--- src/rtl/cdc_strobe_launcher_if.sv ---
// Input word stream of the CDC strobe launcher: one word per valid/ready transfer,
// with the per-word 4-phase ack mode select travelling alongside the data.
interface cdc_strobe_launcher_if #(
    parameter int DATA_W = 8
);
    logic [DATA_W-1:0] in_data;
    logic              in_valid;
    logic              in_ready;
    logic              use_ack;

    modport master (
        output in_data,
        output in_valid,
        output use_ack,
        input  in_ready
    );

    modport slave (
        input  in_data,
        input  in_valid,
        input  use_ack,
        output in_ready
    );
endinterface

--- src/rtl/cdc_strobe_launcher.sv ---
// Source-side launcher for a strobe-qualified multi-bit CDC: drives a word, raises the
// strobe after a setup window, holds the word after the strobe, optionally waits for a 4-phase ack.
//
// state    | meaning
// ---------+-----------------------------------------------------------------
// S_IDLE   | waiting for a word; tx_data keeps the last launched word
// S_SETUP  | tx_data driven, strobe still low (setup window)
// S_STROBE | strobe high for its minimum width
// S_ACK_HI | 4-phase: strobe high, waiting for synchronized ack to rise
// S_ACK_LO | 4-phase: strobe low, waiting for synchronized ack to fall
// S_HOLD   | strobe low, tx_data held before the next word may be accepted
module cdc_strobe_launcher #(
    parameter int DATA_W    = 8,
    parameter int SETUP_CYC = 2,
    parameter int STB_CYC   = 3,
    parameter int HOLD_CYC  = 2,
    parameter int TIMEOUT   = 64,
    parameter int CNT_W     = 8
) (
    input  logic                 clk,
    input  logic                 rst_n,
    cdc_strobe_launcher_if.slave in_if,
    input  logic                 ack_async,
    output logic [DATA_W-1:0]    tx_data,
    output logic                 tx_stb,
    output logic                 busy,
    output logic                 ack_err,
    output logic [7:0]           words_sent
);

    typedef enum logic [2:0] {
        S_IDLE,
        S_SETUP,
        S_STROBE,
        S_ACK_HI,
        S_ACK_LO,
        S_HOLD
    } state_t;

    localparam logic [CNT_W-1:0] SETUP_LD = CNT_W'(SETUP_CYC - 1);
    localparam logic [CNT_W-1:0] STB_LD   = CNT_W'(STB_CYC - 1);
    localparam logic [CNT_W-1:0] HOLD_LD  = CNT_W'(HOLD_CYC - 1);
    localparam logic [CNT_W-1:0] TO_LD    = CNT_W'(TIMEOUT - 1);
    localparam logic [CNT_W-1:0] CNT_ONE  = CNT_W'(1);

    state_t            state, state_nx;
    logic [CNT_W-1:0]  cnt, cnt_nx;
    logic [DATA_W-1:0] tx_data_nx;
    logic              tx_stb_nx;
    logic              mode, mode_nx;
    logic              aborted, aborted_nx;
    logic              ack_err_nx;
    logic [7:0]        words_nx;
    logic              rdy_en;
    logic              ack_s1, ack_s;

    always_ff @(posedge clk or negedge rst_n) begin
        if (!rst_n) begin
            ack_s1 <= 1'b0;
            ack_s  <= 1'b0;
            rdy_en <= 1'b0;
        end else begin
            ack_s1 <= ack_async;
            ack_s  <= ack_s1;
            rdy_en <= 1'b1;
        end
    end

    assign in_if.in_ready = rdy_en && (state == S_IDLE);
    assign busy           = (state != S_IDLE);

    always_ff @(posedge clk or negedge rst_n) begin
        if (!rst_n) begin
            state      <= S_IDLE;
            cnt        <= '0;
            tx_data    <= '0;
            tx_stb     <= 1'b0;
            mode       <= 1'b0;
            aborted    <= 1'b0;
            ack_err    <= 1'b0;
            words_sent <= 8'd0;
        end else begin
            state      <= state_nx;
            cnt        <= cnt_nx;
            tx_data    <= tx_data_nx;
            tx_stb     <= tx_stb_nx;
            mode       <= mode_nx;
            aborted    <= aborted_nx;
            ack_err    <= ack_err_nx;
            words_sent <= words_nx;
        end
    end

    always_comb begin
        state_nx   = state;
        cnt_nx     = cnt;
        tx_data_nx = tx_data;
        tx_stb_nx  = tx_stb;
        mode_nx    = mode;
        aborted_nx = aborted;
        ack_err_nx = ack_err;
        words_nx   = words_sent;

        unique case (state)
            S_IDLE: begin
                if (in_if.in_valid && in_if.in_ready) begin
                    tx_data_nx = in_if.in_data;
                    mode_nx    = in_if.use_ack;
                    aborted_nx = 1'b0;
                    cnt_nx     = SETUP_LD;
                    state_nx   = S_SETUP;
                end
            end
            S_SETUP: begin
                if (cnt == '0) begin
                    tx_stb_nx = 1'b1;
                    cnt_nx    = STB_LD;
                    state_nx  = S_STROBE;
                end else begin
                    cnt_nx = cnt - CNT_ONE;
                end
            end
            S_STROBE: begin
                if (cnt == '0) begin
                    if (mode) begin
                        cnt_nx   = TO_LD;
                        state_nx = S_ACK_HI;
                    end else begin
                        tx_stb_nx = 1'b0;
                        cnt_nx    = HOLD_LD;
                        state_nx  = S_HOLD;
                    end
                end else begin
                    cnt_nx = cnt - CNT_ONE;
                end
            end
            // An ack that is already high on entry completes the phase on the first cycle.
            S_ACK_HI: begin
                if (ack_s) begin
                    tx_stb_nx = 1'b0;
                    cnt_nx    = TO_LD;
                    state_nx  = S_ACK_LO;
                end else if (cnt == '0) begin
                    ack_err_nx = 1'b1;
                    aborted_nx = 1'b1;
                    tx_stb_nx  = 1'b0;
                    cnt_nx     = HOLD_LD;
                    state_nx   = S_HOLD;
                end else begin
                    cnt_nx = cnt - CNT_ONE;
                end
            end
            // Strobe already fell on entry here, so an abort leaves through a single HOLD cycle.
            S_ACK_LO: begin
                if (!ack_s) begin
                    cnt_nx   = HOLD_LD;
                    state_nx = S_HOLD;
                end else if (cnt == '0) begin
                    ack_err_nx = 1'b1;
                    aborted_nx = 1'b1;
                    state_nx   = S_HOLD;
                end else begin
                    cnt_nx = cnt - CNT_ONE;
                end
            end
            S_HOLD: begin
                if (cnt == '0) begin
                    state_nx = S_IDLE;
                    if (!aborted) begin
                        words_nx = words_sent + 8'd1;
                    end
                end else begin
                    cnt_nx = cnt - CNT_ONE;
                end
            end
            default: begin
                state_nx = S_IDLE;
            end
        endcase
    end

endmodule

--- src/flat_wrapper.sv ---
// flat-port wrapper written by rule: the top's interface ports become plain ports
module cdc_strobe_launcher_flat 
#(
    parameter int DATA_W    = 8,
    parameter int SETUP_CYC = 2,
    parameter int STB_CYC   = 3,
    parameter int HOLD_CYC  = 2,
    parameter int TIMEOUT   = 64,
    parameter int CNT_W     = 8
)
  (clk, rst_n, ack_async, tx_data, tx_stb, busy, ack_err, words_sent, in_if_in_data, in_if_in_valid, in_if_use_ack, in_if_in_ready);
  cdc_strobe_launcher_if #(.DATA_W(DATA_W)) in_if_i ();
  input  logic clk;
  input  logic rst_n;
  input  logic ack_async;
  output logic [DATA_W-1:0] tx_data;
  output logic tx_stb;
  output logic busy;
  output logic ack_err;
  output logic [7:0] words_sent;
  input wire logic [$bits(in_if_i.in_data)-1:0] in_if_in_data;
  input wire logic [$bits(in_if_i.in_valid)-1:0] in_if_in_valid;
  input wire logic [$bits(in_if_i.use_ack)-1:0] in_if_use_ack;
  output wire logic [$bits(in_if_i.in_ready)-1:0] in_if_in_ready;
  assign in_if_i.in_data = in_if_in_data;
  assign in_if_i.in_valid = in_if_in_valid;
  assign in_if_i.use_ack = in_if_use_ack;
  assign in_if_in_ready = in_if_i.in_ready;
  cdc_strobe_launcher #(.DATA_W(DATA_W), .SETUP_CYC(SETUP_CYC), .STB_CYC(STB_CYC), .HOLD_CYC(HOLD_CYC), .TIMEOUT(TIMEOUT), .CNT_W(CNT_W)) u_core (.clk(clk), .rst_n(rst_n), .in_if(in_if_i), .ack_async(ack_async), .tx_data(tx_data), .tx_stb(tx_stb), .busy(busy), .ack_err(ack_err), .words_sent(words_sent));
endmodule
--- config.mk ---
export PLATFORM = sky130hd
export DESIGN_NAME = cdc_strobe_launcher_flat
export DESIGN_NICKNAME = d
export VERILOG_FILES = /design/src/rtl/cdc_strobe_launcher_if.sv /design/src/rtl/cdc_strobe_launcher.sv /design/src/flat_wrapper.sv
export SDC_FILE = /design/constraint.sdc
export NUM_CORES = 1
export LEC_CHECK = 0
export ABC_AREA = 1
export BUFFER_PORTS_ARGS = -buffer_cell sky130_fd_sc_hd__clkbuf_2
export CAP_MARGIN = 20
export CORE_MARGIN = 4
export CORE_UTILIZATION = 50
export DETAILED_ROUTE_END_ITERATION = 8
export PLACE_DENSITY_LB_ADDON = 0.25
export SKIP_LAST_GASP = 1
export SLEW_MARGIN = 5
export SYNTH_ARGS = -nofsm -noshare
export SYNTH_HDL_FRONTEND = slang
export SYNTH_SLANG_ARGS = --single-unit
--- constraint.sdc ---
create_clock -name clk -period 2.06 [get_ports clk]
set_clock_uncertainty 0.2 [all_clocks]
set_input_delay 0.412 -clock clk [delete_from_list [all_inputs] [get_ports clk]]
set_output_delay 0.412 -clock clk [all_outputs]
set_load 0.03 [all_outputs]
==> reports/results.ini <==
[drt]
detailroute.wirelength.met2_um = 1763
wirelength_um = 3738
vias_per_cell = 4.949
wl_met1_um = 1765
postRouteAntennaNets = 0
top_layer_used = met4
wire_per_inst_um = 11.29
drc = 0
drt-initial-drc-count = 66
met3WireLength_um = 158
via_count = 1638
firstDrtPassIters = 4

[yosys]
synth_top_family_by_area = simple AND/OR/NAND/NOR gates
yosysTopAreaCellShare_pct = 44.83
yosysUniqueCellTypes = 26
syn_nets = 257
synth_compound_area_share_pct = 6.065
synth_area_um2 = 1898
syn_inst = 239
synth_largest_area_cell = dfrtp_1
synth_area_leaders = dfrtp_1 45%, nand2_1 15%, inv_1 4.9%
synth.avg_cell_area_um2 = 7.942
ys_warn_count = 0
synthSimpleGateAreaFrac_pct = 29.07
synth_seq_area_share_pct = 44.83
synthMuxAreaShare_pct = 4.746
synth-seq-cells = 34
synthAdderAreaFrac_pct = 3.296
yosys.area_share.xor_xnor_pct = 4.614

[clocking]
cts_tree = built
ctsRootBufferMaster = clkbuf_8
clk_path_buf_depth = 2
htreeDepth = 2
insertion_delay_ns = 0.28
cts_inserted_buffers = 5
clkTransAtPathRegs_ns = 0.07
numClockSinks = 34

[place]
placed_area_um2 = 2140
port_buffers = 32
placed_cells = 322
place_ws_ns = 0.2150
post-dp-hpwl_um = 2880
gp_congestion = 0.9386

[job]
cap_viol_max_count = 0

[timing]
min_period_over_period_pct = 94.46
setup_viol = 0
max_freq_mhz = 513.9
hold_viol = 0
min_period_ns = 1.946
setup_slack_ns = 0.1141
slew_viol_final = 0

[run_status]
status = finished, final reports clean

[critical_path]
cpPeakStageDelay_ns = 0.47
arrival_ns = 1.33
critPathBufInv = 1
cp.required_ns = 1.45
worstPathCellList = nor2_4 -> nand2_2 -> nor2_1 -> clkbuf_2
cp_top_family = flip-flops
worst_setup_path_end_kind = output port
slowest_stage = dfrtp_1
worst-setup-path-type = reg2out
cp-start-kind = flip-flop
critPathMaxFanout = 6

[cells_and_area]
drive_gt1_share_pct = 22.97
layout_commonest_cell = nand2_1
instances_no_fill = 331
post-route-util_pct = 61.45
final_cell_mix = 75 x nand2_1, 34 x dfrtp_1, 32 x clkbuf_2
fin_area_um2 = 2250
diodes = 0
fill_cells = 315
area_delta_synth_final_pct = 18.52
fin_nets = 300

[pwr]
vdd_drop_max_mv = 0.8344
power.density_nw_per_um2 = 1562
p_leak_nw = 1.221

[hold_path]
min_path_type = in2reg

[floorplanning]
chipHeight_um = 69.61
core-area_um2 = 3661
ios = 33
std_cell_rows = 22
die-area_um2 = 4846
start_util_pct = 51.85
die_x_um = 69.61

[global_route]
grt_pass1_wl_um = 6741
grt_max_degree = 35
gr-usage-all-layers_pct = 16.86
grt-ovfl-total = 0
antenna_found_initial = 0
grt_pass1_vias = 1568

[power by group]
part           total (W)  internal (W)  switching, W  leakage (nW)
Sequential       0.00109      0.000913      0.000180         0.432
Clock           0.000503      0.000268      0.000234        0.0472
Combinational    0.00192      0.000649       0.00127         0.742
[synth_stat cells, drive strengths merged]
master / count
xnor2: 4
ha: 5
nand3: 13
xor2: 6
o21ai: 15
nand4: 8
mux2: 8
dfrtp: 34
conb: 1
nor2: 26
nand2: 79
a22oi: 1
nor3: 1
inv: 30
buf: 3
a21oi: 4
o2111ai: 1
[per-stage QoR]
stage / setup TNS (ns) / hold slack, ns / total power, W
finish: 0 / 0.03221 / 0.003514
global route: -0.004498 / 0.02253 / 0.003863
CTS: 0 / 0.02432 / 0.003531
detailed placement: 0 / 0.1457 / 0.003012
global placement: 0 / 0.1338 / 0.002991
floorplan: 0 / -0.08359 / 0.002531
[state kept, by name, indices dropped and copies added (netlist names)]
signal	count
u_core.ack_s1	1
u_core.ack_s	1
u_core.tx_stb	1
u_core.words_sent	8
u_core.tx_data	8
u_core.ack_err	1
u_core.cnt	8
u_core.aborted	1
u_core.state	3
u_core.mode	1
u_core.rdy_en	1
[logic make-up (layout without fill, tap and decap cells)]
group,count (synthesis),count (layout)
and+or+nand+nor,127,127
buffers and inverters,33,77
other,1,1
muxes,8,8
AOI/OAI and AO/OA,21,21
xor gates and xnor gates,10,10
adders and majority gates,5,5
DFF,34,34
[worst reg2reg max path, cell delays in order, from the launching register on]
cell and delay [ns]:
dfrtp_1 0.40, inv_1 0.08, ha_1 0.14, nand2_1 0.07
nor2_2 0.14, inv_2 0.07, buf_4 0.17, ha_1 0.20
o2111ai_1 0.19, nor2_1 0.06, nor2_1 0.08
[routing by layer]
layer  vias up  GRT usage (%)
li1        842              -
met1       755          22.56
met2        36          26.27
met3         5          3.478
met4         0          7.660
met5         -              0
[timing repair]
| item | 4_1_cts | 5_1_grt |
|---|---|---|
| resized for setup | 0 | 1 |
| buffers inserted | 0 | 0 |
| endpoints found under the hold margin | 34 | 0 |
| endpoints found under the setup margin | 0 | 1 |
| hold buffers | 1 | 0 |
[area by class of cell]
type	count	area (µm²)	area share (%)
well taps	48	60.06	2.670
flip-flops and latches	34	850.8	37.82
clock inverters	2	12.51	0.5562
repair buffers	39	215.2	9.566
inverters	30	112.6	5.006
multi-input cells	172	915.9	40.71
clock buffers	6	82.58	3.671
[final timing paths]
check | startpoint | end | slack, ns | depth (start not counted)
worst max-delay path | u_core.state[0] | in_if_in_ready | 0.11 | 4
worst min-delay path | ack_async | u_core.ack_s1 | 0.03 | 1
worst max register to register | u_core.cnt[0] | u_core.cnt[0] | 0.19 | 10
worst min register to register | u_core.ack_s1 | u_core.ack_s | 0.16 | 0
max in group asynchronous | rst_n | u_core.cnt[5] | 0.86 | 3
min in group asynchronous | rst_n | u_core.cnt[7] | 0.49 | 3
No activity file was read; power rests on OpenSTA's default activity.
